### src/rtl/prio_irq_ctrl.sv
// Priority interrupt controller: eight active-low request lines, fixed priority
// (line 7 highest), per-line mask, and a three-state issue/acknowledge/service
// sequence toward the CPU. A new interrupt is only issued from IDLE, so a line
// that becomes pending later cannot preempt the one already issued.
//
// CPU handshake: irq acts as "valid" and ack as "ready". While irq is high, vec
// is frozen. The transfer completes on the rising edge where irq=1 and ack=1.
// On that edge pending[vec] is cleared and the controller enters SERVICE.
// Later, an eoi pulse in SERVICE frees the controller. An ack outside REQ and
// an eoi outside SERVICE have no effect.
//
// o_dbg_state exposes the FSM state as 0=IDLE, 1=REQ, 2=SERVICE.
module prio_irq_ctrl (
  input  logic       clk,
  input  logic       rst_n,
  input  logic [7:0] req_n,
  input  logic       ei_n,
  input  logic       mask_we,
  input  logic [7:0] mask_wdata,
  input  logic       ack,
  input  logic       eoi,
  output logic       irq,
  output logic [2:0] vec,
  output logic       busy,
  output logic       gs_n,
  output logic       eo_n,
  output logic [1:0] o_dbg_state
);

  typedef enum logic [1:0] {
    S_IDLE    = 2'd0,
    S_REQ     = 2'd1,
    S_SERVICE = 2'd2
  } state_t;

  state_t     r_state;
  state_t     w_state_nxt;
  logic [7:0] r_req_q;
  logic [7:0] r_pending;
  logic [7:0] r_mask;
  logic [2:0] r_vec;

  logic [7:0] w_fall;
  logic [7:0] w_active;
  logic [7:0] w_clr;
  logic [7:0] w_pending_nxt;
  logic [2:0] w_winner;
  logic [2:0] w_vec_nxt;
  logic       w_any_active;
  logic       w_ack_take;

  // A falling edge on a line: it was high last cycle and is low now.
  assign w_fall       = r_req_q & ~req_n;
  assign w_active     = r_pending & ~r_mask;
  assign w_any_active = |w_active;

  // Highest-index active line. The loop runs upward, so the last hit is the winner.
  always_comb begin
    w_winner = 3'd0;
    for (int i = 0; i < 8; i++) begin
      if (w_active[i]) w_winner = i[2:0];
    end
  end

  // Next state and latched vector. Ack takes precedence over withdrawal in REQ.
  always_comb begin
    w_state_nxt = r_state;
    w_vec_nxt   = r_vec;
    w_ack_take  = 1'b0;
    case (r_state)
      S_IDLE: begin
        if (!ei_n && w_any_active) begin
          w_state_nxt = S_REQ;
          w_vec_nxt   = w_winner;
        end
      end
      S_REQ: begin
        if (ack) begin
          w_ack_take  = 1'b1;
          w_state_nxt = S_SERVICE;
        end else if (ei_n) begin
          w_state_nxt = S_IDLE;
        end
      end
      S_SERVICE: begin
        if (eoi) w_state_nxt = S_IDLE;
      end
      default: w_state_nxt = S_IDLE;
    endcase
  end

  // Clear the acknowledged line. A same-cycle new edge still re-sets it below.
  always_comb begin
    w_clr = 8'h00;
    if (w_ack_take) w_clr[r_vec] = 1'b1;
  end

  assign w_pending_nxt = (r_pending & ~w_clr) | w_fall;

  // Request sampling, pending, mask, vector and state registers.
  always_ff @(posedge clk or negedge rst_n) begin
    if (!rst_n) begin
      r_state   <= S_IDLE;
      r_req_q   <= 8'hFF;
      r_pending <= 8'h00;
      r_mask    <= 8'h00;
      r_vec     <= 3'd0;
    end else begin
      r_state   <= w_state_nxt;
      r_req_q   <= req_n;
      r_pending <= w_pending_nxt;
      if (mask_we) r_mask <= mask_wdata;
      r_vec     <= w_vec_nxt;
    end
  end

  // Outputs are decoded from registered state. gs_n and eo_n also gate on ei_n.
  assign irq         = (r_state == S_REQ);
  assign busy        = (r_state == S_SERVICE);
  assign vec         = r_vec;
  assign gs_n        = ~(~ei_n & w_any_active);
  assign eo_n        = ~(~ei_n & (r_state == S_IDLE) & ~w_any_active);
  assign o_dbg_state = r_state;

endmodule

### config.mk
export PLATFORM = sky130hd
export DESIGN_NAME = prio_irq_ctrl
export DESIGN_NICKNAME = d
export VERILOG_FILES = /design/src/rtl/prio_irq_ctrl.sv
export SDC_FILE = /design/constraint.sdc
export NUM_CORES = 1
export LEC_CHECK = 0
export CAP_MARGIN = 30
export CORE_ASPECT_RATIO = 1.25
export CORE_MARGIN = 4
export CORE_UTILIZATION = 47
export DETAILED_ROUTE_END_ITERATION = 8
export PLACE_DENSITY = 0.74
export SETUP_SLACK_MARGIN = 0.05
export SYNTH_ARGS = -nofsm -noshare
export SYNTH_HDL_FRONTEND = slang
export SYNTH_SLANG_ARGS = --single-unit
export TNS_END_PERCENT = 10
### constraint.sdc
create_clock -name clk -period 2.15 [get_ports clk]
set_input_delay 0.215 -clock clk [delete_from_list [all_inputs] [get_ports clk]]
set_output_delay 0.215 -clock clk [all_outputs]
set_load 0.005 [all_outputs]
### Word level (Yosys, flattened, before mapping)

Index checks and enable logic that the tools add are counted.

| operators by class | value |
|---|---|
| order comparisons | 2 |
| equal/unequal tests | 5 |
| mux-type cells | 17 |
| bitwise operators | 14 |
| reduce and logical (&&, ||, !) cells | 7 |

Operator list:

| operator | number |
|---|---|
| $and A8 B8 Y8 | 3 |
| $not A8 Y8 | 3 |
| $mux W3 | 6 |
| $mux W2 | 4 |
| $mux W8 | 1 |
| $or A8 B8 Y8 | 1 |
| $reduce_or A8 Y1 | 1 |
| $pmux W2 S3 | 1 |
| $lt A3 B4 Y1 const B | 1 |
| $mux W1 | 4 |
| $ne A2 B2 Y1 const B | 2 |
| $not A1 Y1 | 4 |
| $and A1 B1 Y1 | 3 |
| $demux W1 S3 | 1 |
| $ge A3 B1 Y1 const B | 1 |
| $ne A3 B3 Y1 const B | 1 |
| $reduce_and A3 Y1 | 1 |
| $eq A2 B1 Y1 const B | 1 |
| $eq A2 B2 Y1 const B | 1 |
| $logic_and A1 B1 Y1 | 2 |
| $logic_not A2 Y1 | 1 |
| $reduce_and A2 Y1 | 1 |
| $logic_not A1 Y1 | 1 |

| word-level totals | value |
|---|---|
| register bits after elaboration | 29 |
| bits of input ports | 22 |
| output and inout bits | 9 |
| logic and storage cells | 50 |

### Logic depth before layout (Yosys ltp)

Gate-level depths: netlist of the first run.

| logic depth | value |
|---|---|
| depth after elaboration | 9 |
| mapped depth | 4 |
| depth with buffers taken out | 4 |

### Least setup slack after synthesis of the first run

OpenSTA, ideal clock, no wires.

| path | value |
|---|---|
| path type | register -> register |
| start | register r_pending[4] |
| end | register r_vec[2] (netlist: vec[2]) |
| setup time | 0.128 ns |
| arrival time | 1.408 ns |
| required time | 2.022 ns |
| path slack | 0.614 ns |
| stages on the path, launching flop included | 5 |
| path buffers | 0 |
| period minus slack after synthesis | 1.536 ns |
| cells stage by stage | dfrtp_1 or2b_2 nand4_4 o41ai_4 mux2_1 |

| between the ends | value |
|---|---|
| cells in the longest elaborated chain, start to end | 5 |
| elaborated cells on any way between the ends | 8 |
| classes of those cells | mux: 4; bitwise: 1; reduce/logical: 3 |

Ends and longest elaborated chain:

| item | line | RTL |
|---|---|---|
| start, declared | 39 | `logic [7:0] r_pending;` |
| start signal, assigned | 111 | `r_pending <= w_pending_nxt;` |
| $and A8 B8 Y8 * | 54 | `assign w_active = r_pending & ~r_mask;` |
| $mux W3 (4 in a row) | 61 | `if (w_active[i]) w_winner = i[2:0];` |
| end signal, assigned | 113 | `r_vec <= w_vec_nxt;` |
| end, declared | 41 | `logic [2:0] r_vec;` |

Mark *: on every way between the ends. The rest lies on a longest branch, timed or not.
A chain may end at the register's enable or synchronous reset.

### Final worst setup path of the first run

| path | value |
|---|---|
| start | register r_pending[4] |
| end | output port eo_n |

| between the ends | value |
|---|---|
| cells in the longest elaborated chain, start to end | 5 |

Ends and longest elaborated chain:

| item | line | RTL |
|---|---|---|
| $and A8 B8 Y8 | 54 |  |
| $reduce_or A8 Y1 | 55 | `assign w_any_active = \|w_active;` |
| $not A1 Y1 | 122 | `assign eo_n = ~(~ei_n & (r_state == S_IDLE) & ~w_any_active);` |
| $and A1 B1 Y1 | 122 |  |
| $not A1 Y1 | 122 |  |
| end, declared | 26 | `output logic eo_n,` |

Every way passes these cells.

==> results of run 1 <==
==> cell type report <==
type	count	area, um2
Tap cell	33	41.3
Multi-Input combinational cell	57	474
Sequential cell	29	736
Inverter	12	45.0
Fill cell	197	801
Timing Repair Buffer	33	325
Clock buffer	7	55.1
==> routing by layer <==
layer,wire (um),share of wire [%],vias to the layer above,global-route usage [%]
li1,-,-,418,-
met1,972,41,421,18.8
met2,1210,51,25,26.5
met3,131,5.5,8,4.08
met4,71,3.0,0,10.5
met5,0,0,-,0
==> kinds of logic after synthesis <==
group           count (synthesis)  share of synthesized area [%]
mux                            11                           9.97
flops                          29                           59.8
simple gates                   23                           13.7
compound gates                 23                           12.5
buf+inv                        13                           3.97
==> metrics by stage <==
stage,power (uW),hold WS (ns)
after CTS,1440,0.258
final,1430,0.259
after floorplan,898,-0.0806
after global routing,1520,0.287
after detailed placement,1100,0.479
after global placement,1090,0.477
==> critical path, stage by stage, from the launching register on <==
cell	delay [ns]
dfrtp_1	0.38
or2b_4	0.22
nand4_4	0.09
nor4_4	0.26
nand2_1	0.09
clkdlybuf4s50_1	0.46
==> flip-flops by register name, indices dropped and copies added (netlist names) <==
signal / cells
o_dbg_state: 2
vec: 3
r_mask: 8
r_pending: 8
r_req_q: 8
==> power by group <==
part,switching (uW),leakage (uW),internal (uW)
Sequential,78.9,0.000306,630
Clock,171,0.0000314,154
Combinational,166,0.000381,228
Total,416,0.000718,1010
==> worst paths after layout <==
check                              from           end  slack, ns  depth (start not counted)
min in group clk               req_n[2]    r_req_q[2]       0.32                          1
max in group asynchronous         rst_n    r_req_q[1]       1.59                          2
hold reg to reg              r_req_q[4]  r_pending[4]       0.49                          2
hold / removal                    rst_n     r_mask[3]       0.26                          2
setup reg to reg           r_pending[4]        vec[2]       0.36                          5
setup / recovery           r_pending[4]          eo_n       0.11                          5
==> placed cells by master, fill, tap and decap left out, types with 3 or more instances in the layout <==
| cell type | n |
|---|---|
| clkdlybuf4s50_1 | 29 |
| nand2_1 | 6 |
| clkbuf_4 | 5 |
| nor2b_1 | 3 |
| o21ai_1 | 5 |
| dfstp_2 | 8 |
| o21ai_0 | 10 |
| nand2b_4 | 4 |
| inv_1 | 12 |
| mux2_2 | 8 |
| dfrtp_1 | 21 |
| buf_4 | 3 |
==> what timing repair did <==
action                                 CTS  global route
setup buffers                            0             1
cloned                                   0             0
setup endpoints to repair                2             2
gates resized for setup                  4             2
endpoints found under the hold margin    0             0
pin swaps                                1             2
==> results.md, run 1 <==
- CP endpoint kind: output port
- Hold Crit Class: in -> async
- Final Hold Viols: 0
- Outcome: complete, no violations
- Skew-Pair Late Insertion Delay: 0.32 ns
- Fin nets: 160
- CP Launch Type: flop
- Iteration-0 DRC Markers: 7
- GRT Util Overall: 16.4%
- Setup Skew: roughly 0.0047 ns
- Synth top cells by count: dfrtp_1 (21), inv_1 (12), o21ai_0 (10)
- CP arrival: about 1.8 ns
- Vias per cell: a little over 5
- Global route total overflow: 0
- Top area cells in the synthesized netlist: dfrtp_1 (43%), dfstp_2 (17%), mux2_2 (7.3%)
- CTS Hold Bufs: 0
- Worst setup slack after layout: 0.112 ns
- RSZ-0062 raised after global routing: true
- Syn-to-layout area delta: 36.3%
- Clock root cell: clkbuf_4
- DRC violations left: 0
- Post-Syn Nets: between 100 and 150
- Via Count: between 800 and 900
- Die area: 3500 um2
- EDFF count, synth: 0
- Port bufs: 30
- Required @ worst endpoint: 1.93 ns
- CTS Buffer Depth: 2
- Leak pwr: 0.000718 uW
- H-tree Lvls: 2
- Maximum vdd drop: 506 uV
- Synth warn: 0
- Area leader, netlist: dfrtp_1
- ANT nets after route: 0
- Placed inst area: 1580 um2
- Post-synth top flop: dfrtp_1
- Initial antenna violation count: 0
- Final Core Density: 67.7%
- Post-Synthesis Cells: between 90 and 100
- Max-slew violations: 0
- Final wirelength: roughly 2.4 mm
- Vias in the first global route: 893
- Antenna Diode Count: 0
- Mapped Area: 1230 um2
- Ys async rst share: 100%
- Drt pass-1 iters: 4
- Period utilization: 94.8%
- Final HPWL DP: 1.77 mm
- CTS sink cnt: 29
- Routability cong.: 0.791
- CP Class: reg -> out
- DR WL/cell: around 14 um
- Clock-pin transition on the worst setup and hold timing paths: 0.08 ns
- Most common cell in the synthesized netlist: dfrtp_1
- Starting Density: 49.6%
- Post-layout instance area: 1680 um2
- Fraction of layout cells with a size suffix above 1: 24.6%
- Chip height: roughly 65 um
- Rel. slew slack: 67.7%
- # IOs: 31
- Final min period: 2.04 ns
- Share of the synthesized area in the top cell type: between 40% and 50%
- Area of the core: roughly 2500 um2
- Final setup vio count: 0
- Pin count of the biggest net entering global routing: 30
- Post-synthesis register bit count: 29
- Syn Area/Cell: 12.4 um2
- Netlist cell types: 27
- Width of the die: roughly 54 um
- First-pass GRT wire length: 4.03 mm
- PwrDens: 851 nW/um2
- Sequential area share after synthesis: 59.8%
- TritonCTS clock tree: done
- Standard-cell rows: 20
- Max Clock Freq: 491 MHz
- CP max FO: 3
- Max cap viols: 0
- Non-Filler Instances: 171
- Place WS: roughly 0.22 ns
- TNS Setup: 0 ns
- Least-Margin Pin Slew: 0.484 ns
- Placed Instances: 163
- TritonCTS Buffers: 5
Note: power is estimated with default switching activity, not from simulation.
==> run 2, diff against run 1 <==
- REMOVE_ABC_BUFFERS: not set -> 1
==> results.md, run 2 (synthesized netlist as in run 1, its figures left out) <==
- Outcome: complete, no violations
- Placed inst area: 1580 um2
- Pin count of the biggest net entering global routing: 30
- Final Hold Viols: 0
- Uppermost routed layer: met4
- Chip height: 65.2 um
- Reg2reg end: vec[2]
- Width of the die: about 54 um
- Final setup vio count: 0
- Port bufs: 30
- Clock-pin transition on the worst setup and hold timing paths: 0.09 ns
- Fin nets: 159
- Highest-count cells in the layout ignoring fill and taps: clkdlybuf4s50_1 (29), dfrtp_1 (21), inv_1 (12), o21ai_0 (10)
- Switching share of power: 30.8%
- R2R Setup Slk: 0.43 ns
- H-tree Lvls: 2
- CP Class: reg -> out
- CTS Buffer Depth: 2
- Commonest non-fill, non-tap cell in the layout: clkdlybuf4s50_1
- Clock power share: between 20% and 30%
- Antenna Diode Count: 0
- Internal: 982 uW
- # IOs: 31
- ANT nets after route: 0
- TritonCTS Buffers: 5
- GRT Util Overall: 17.1%
- CP arrival: 1.73 ns
- Met1 WL: about 950 um
- Skew-Pair Late Insertion Delay: approximately 0.32 ns
- Standard-cell rows: 20
- Global route total overflow: 0
- Initial antenna violation count: 0
- PwrDens: 846 nW/um2
- Syn-to-layout area delta: 36.2%
- Logic gate share of total power: 28.0%
- Clock root cell: clkbuf_4
- TritonCTS clock tree: done
- Die area: 3500 um2
- Area of the core: 2480 um2
- Reg-to-Reg Start: r_pending[4]
- Reg power frac: 50.4%
- CTS Hold Bufs: 0
- First-pass GRT wire length: approximately 4.2 mm
- CP endpoint kind: output port
- Met3 WL: 134 um
- Setup Skew: roughly 0.0043 ns
- Max-slew violations: 0
- TNS Setup: 0 ns
- Post-CTS setup buffers: 0
- Rel. slew slack: 70.7%
- Least-Margin Pin Slew: 0.438 ns
- Max cap viols: 0
- Vias per cell: a little over 5
- CP Launch Type: flop
- Via Count: 873
- DRC violations left: 0
- Maximum vdd drop: 538 uV
- CP max FO: 2
- Place WS: around 0.27 ns
- Top flop regs: r_mask x8, r_pending x8, r_req_q x8
- Met2 wire length: 1.43 mm
- WHS: 0.270 ns
- Vias in the first global route: 957
- Fraction of layout cells with a size suffix above 1: 25.4%
- Final HPWL DP: 1.84 mm
- Psw: 436 uW
- Starting Density: 49.6%
- Required @ worst endpoint: 1.93 ns
- Worst setup slack after layout: between 0.2 and 0.25 ns
- Period utilization: between 90% and 100%
- Hold Crit Class: in -> async
- Routability cong.: 0.823
- Iteration-0 DRC Markers: 8
- Post-layout instance area: 1680 um2
- DR WL/cell: 15.0 um
- CTS sink cnt: 29
- Max Clock Freq: 515 MHz
- Drt pass-1 iters: 4
- Final min period: 1.94 ns
- Leak pwr: just over 0.0007 uW
- Final wirelength: between 2 and 3 mm
- RSZ-0062 raised after global routing: false
- FF-to-FF path depth: 4
## run 2: cell count changes in the layout (fill, tap and decap cells not counted)
cell	previous run	this run
nor2b_2	0	1
buf_4	3	2
clkinv_2	0	2
clkbuf_8	1	0
nor2b_1	3	2
o21ai_2	1	0
o21ai_4	0	1
## run 2: power groups by stage
stage / sequential [uW] / clock [uW] / combinational (uW)
2_1_floorplan: 703 / 0 / 192
3_3_place_gp: 718 / 0 / 374
3_5_place_dp: 723 / 0 / 382
4_1_cts: 712 / 320 / 397
5_1_grt: 727 / 351 / 435
6_report: 715 / 306 / 397
## run 2: final cells by class
class | instances | area, um2
timing repair buffer | 32 | 318
fill | 193 | 802
sequential | 29 | 736
clock buffer | 6 | 41.3
clock inverter | 2 | 10.0
inverter | 12 | 45.0
multi-input combinational | 57 | 484
tap | 33 | 41.3
## run 2: worst max-delay path by stage
stage                       startpoint     end  slack (ns)  cells past startpoint
after detailed placement  r_pending[4]    gs_n        0.27                      5
after global placement    r_pending[4]    gs_n        0.32                      5
after CTS                 r_pending[2]    gs_n        0.06                      5
after floorplan           r_pending[4]  vec[2]        0.61                      4
after global routing      r_pending[4]    eo_n        0.10                      5
final                     r_pending[0]    eo_n        0.21                      4
## run 2: per-stage QoR
step	instances	total power [uW]	utilization, %
after floorplan	98	895	-
after global routing	171	1510	67.6
after CTS	171	1430	66.9
after detailed placement	163	1100	63.9
final	171	1420	67.6
after global placement	163	1090	63.9
## run 2: repair_timing
item / in CTS / in global routing
pin swaps: 2 / 0
gates resized for setup: 5 / 3
endpoints found under the hold margin: 0 / 0
cloned: 0 / 0
setup endpoints to repair: 2 / 1
## run 2: metal layers
layer	global-route usage (%)	vias to the layer above
li1	-	413
met1	17.9	428
met3	7.26	6
met2	28.8	26
met4	7.99	0
met5	0	-
## run 2: critical path, stage by stage (launching register included)
cell,delay [ns]
dfrtp_1,0.40
nor2b_1,0.19
nor4_4,0.28
nand2_1,0.08
clkdlybuf4s50_1,0.45
==> run 3, diff against run 2 <==
- GPL_TIMING_DRIVEN: not set -> 0
==> results.md, run 3 (synthesized netlist as in run 1, its figures left out) <==
- Outcome: complete, no violations
- Pin count of the biggest net entering global routing: 18
- Place WS: 0.238 ns
- CTS sink cnt: 29
- PwrDens: 844 nW/um2
- Width of the die: approximately 54 um
- Initial antenna violation count: 0
- Required @ worst endpoint: 1.93 ns
- Clock-pin transition on the worst setup and hold timing paths: 0.08 ns
- GRT Util Overall: 17.7%
- Crit path launch: r_pending[4]
- TNS Setup: 0 ns
- Antenna Diode Count: 0
- Skew-Pair Late Insertion Delay: 0.32 ns
- Max Clock Freq: 491 MHz
- FF/Latch Area: 736 um2
- Reg power frac: 49.6%
- Top flop regs: r_mask x8, r_pending x8, r_req_q x8
- CTS Buffer Depth: 2
- Logic gate share of total power: 28.1%
- Commonest non-fill, non-tap cell in the layout: clkdlybuf4s50_1
- Final Core Density: 68.8%
- Hold Crit Class: in -> async
- Clock root cell: clkbuf_4
- Setup Skew: 0.00545 ns
- ANT nets after route: 0
- First-pass GRT wire length: 4.22 mm
- Drt pass-1 iters: 4
- Area of the core: 2480 um2
- Syn-to-layout area delta: 38.6%
- Die area: 3500 um2
- Highest-count cells in the layout ignoring fill and taps: clkdlybuf4s50_1 (29), dfrtp_1 (21), inv_1 (12), o21ai_0 (10)
- Routing usage on met2: between 20% and 30%
- Internal: 1020 uW
- CP endpoint kind: output port
- Switching share of power: 29.3%
- # IOs: 31
- Routing usage on met3: 6.58%
- Leak pwr: 0.000725 uW
- Reg-to-Reg Start: r_pending[4]
- Max cap viols: 0
- Via Count: 872
- CTS Hold Bufs: 0
- Global route total overflow: 0
- CP Launch Type: flop
- Vias in the first global route: 936
- Fillers: ~190
- Max-slew violations: 0
- Final Hold Viols: 0
- TritonCTS Buffers: 5
- Fin nets: around 160
- Vias per cell: 5.07
- H-tree Lvls: 2
- WHS: 0.312 ns
- Met1 GRT Util: 18.5%
- Maximum vdd drop: roughly 810 uV
- Psw: 422 uW
- Fraction of layout cells with a size suffix above 1: between 20 and 25%
- Final min period: ~2.0 ns
- Clock power share: roughly 22%
- Standard-cell rows: 20
- DR WL/cell: about 15 um
- Multi-input logic area: 474 um2
- CP arrival: 1.82 ns
- Busiest grt layer: met2
- Least-Margin Pin Slew: between 0.7 and 0.8 ns
- TritonCTS clock tree: done
- Starting Density: 49.6%
- RSZ-0062 raised after global routing: true
- Rel. slew slack: 53.1%
- Routability cong.: approximately 0.76
- DRC violations left: 0
- Final HPWL DP: a little under 2 mm
- CP Class: reg -> out
- Port bufs: 30
- Iteration-0 DRC Markers: 32
- Final setup vio count: 0
- Final wirelength: 2.56 mm
- Period utilization: 94.7%
- Worst setup slack after layout: about 0.11 ns
- CP max FO: 3
- Chip height: approximately 65 um
## run 3: changes by cell type in the layout (fill, tap and decap cells not counted)
cell      before  now
buf_4          2    3
nor2b_2        1    0
nand2b_4       4    3
nand2b_1       1    2
clkinv_2       2    0
buf_16         0    1
clkbuf_8       0    1
nor2b_1        2    3
## run 3: path summary, 6_finish.rpt
check,end,slack (ns),depth (start not counted)
min in group clk,r_req_q[0],0.32,1
min reg2reg,r_pending[6],0.50,2
max reg2reg,vec[0],0.33,5
min,o_dbg_state[0],0.31,1
max in group asynchronous,r_req_q[3],1.23,2
max,eo_n,0.11,5
## run 3: critical path: stages, from the launching register on
cell             delay (ns)
dfrtp_1                0.38
or2b_4                 0.23
nand4_4                0.09
nor4_4                 0.27
nand2_1                0.07
clkdlybuf4s50_1        0.46
## run 3: routing by layer
layer	up-vias	part of all wire (%)
met5	-	0
met4	0	3.5
met3	6	5.5
met2	24	52
met1	425	39
li1	417	-
## run 3: final cells by class
| type | count | area share (%) |
|---|---|---|
| Sequential cell | 29 | 43.2 |
| Multi-Input combinational cell | 57 | 27.8 |
| Timing Repair Buffer | 34 | 20.7 |
| Clock buffer | 7 | 3.23 |
| Inverter | 12 | 2.64 |
| Tap cell | 33 | 2.42 |
## run 3: per-stage QoR
step | instance area [um2] | total power, uW | cells
finish | 1700 | 1440 | 172
global route | 1700 | 1540 | 172
CTS | 1670 | 1440 | 169
detailed placement | 1600 | 1110 | 162
global placement | 1570 | 1080 | 161
floorplan | 1230 | 895 | 98
## run 3: power groups by stage
stage | Clock, uW | Combinational, uW | Sequential, uW
final | 320 | 404 | 713
after global routing | 368 | 448 | 722
after CTS | 332 | 394 | 712
after detailed placement | 0 | 386 | 722
after global placement | 0 | 365 | 716
after floorplan | 0 | 192 | 703
## run 3: repair_timing
| action | CTS | global route |
|---|---|---|
| cloned | 0 | 0 |
| endpoints found under the setup margin | 2 | 1 |
| resized for setup | 3 | 3 |
| pin swaps | 1 | 1 |
| buffers inserted | 0 | 3 |
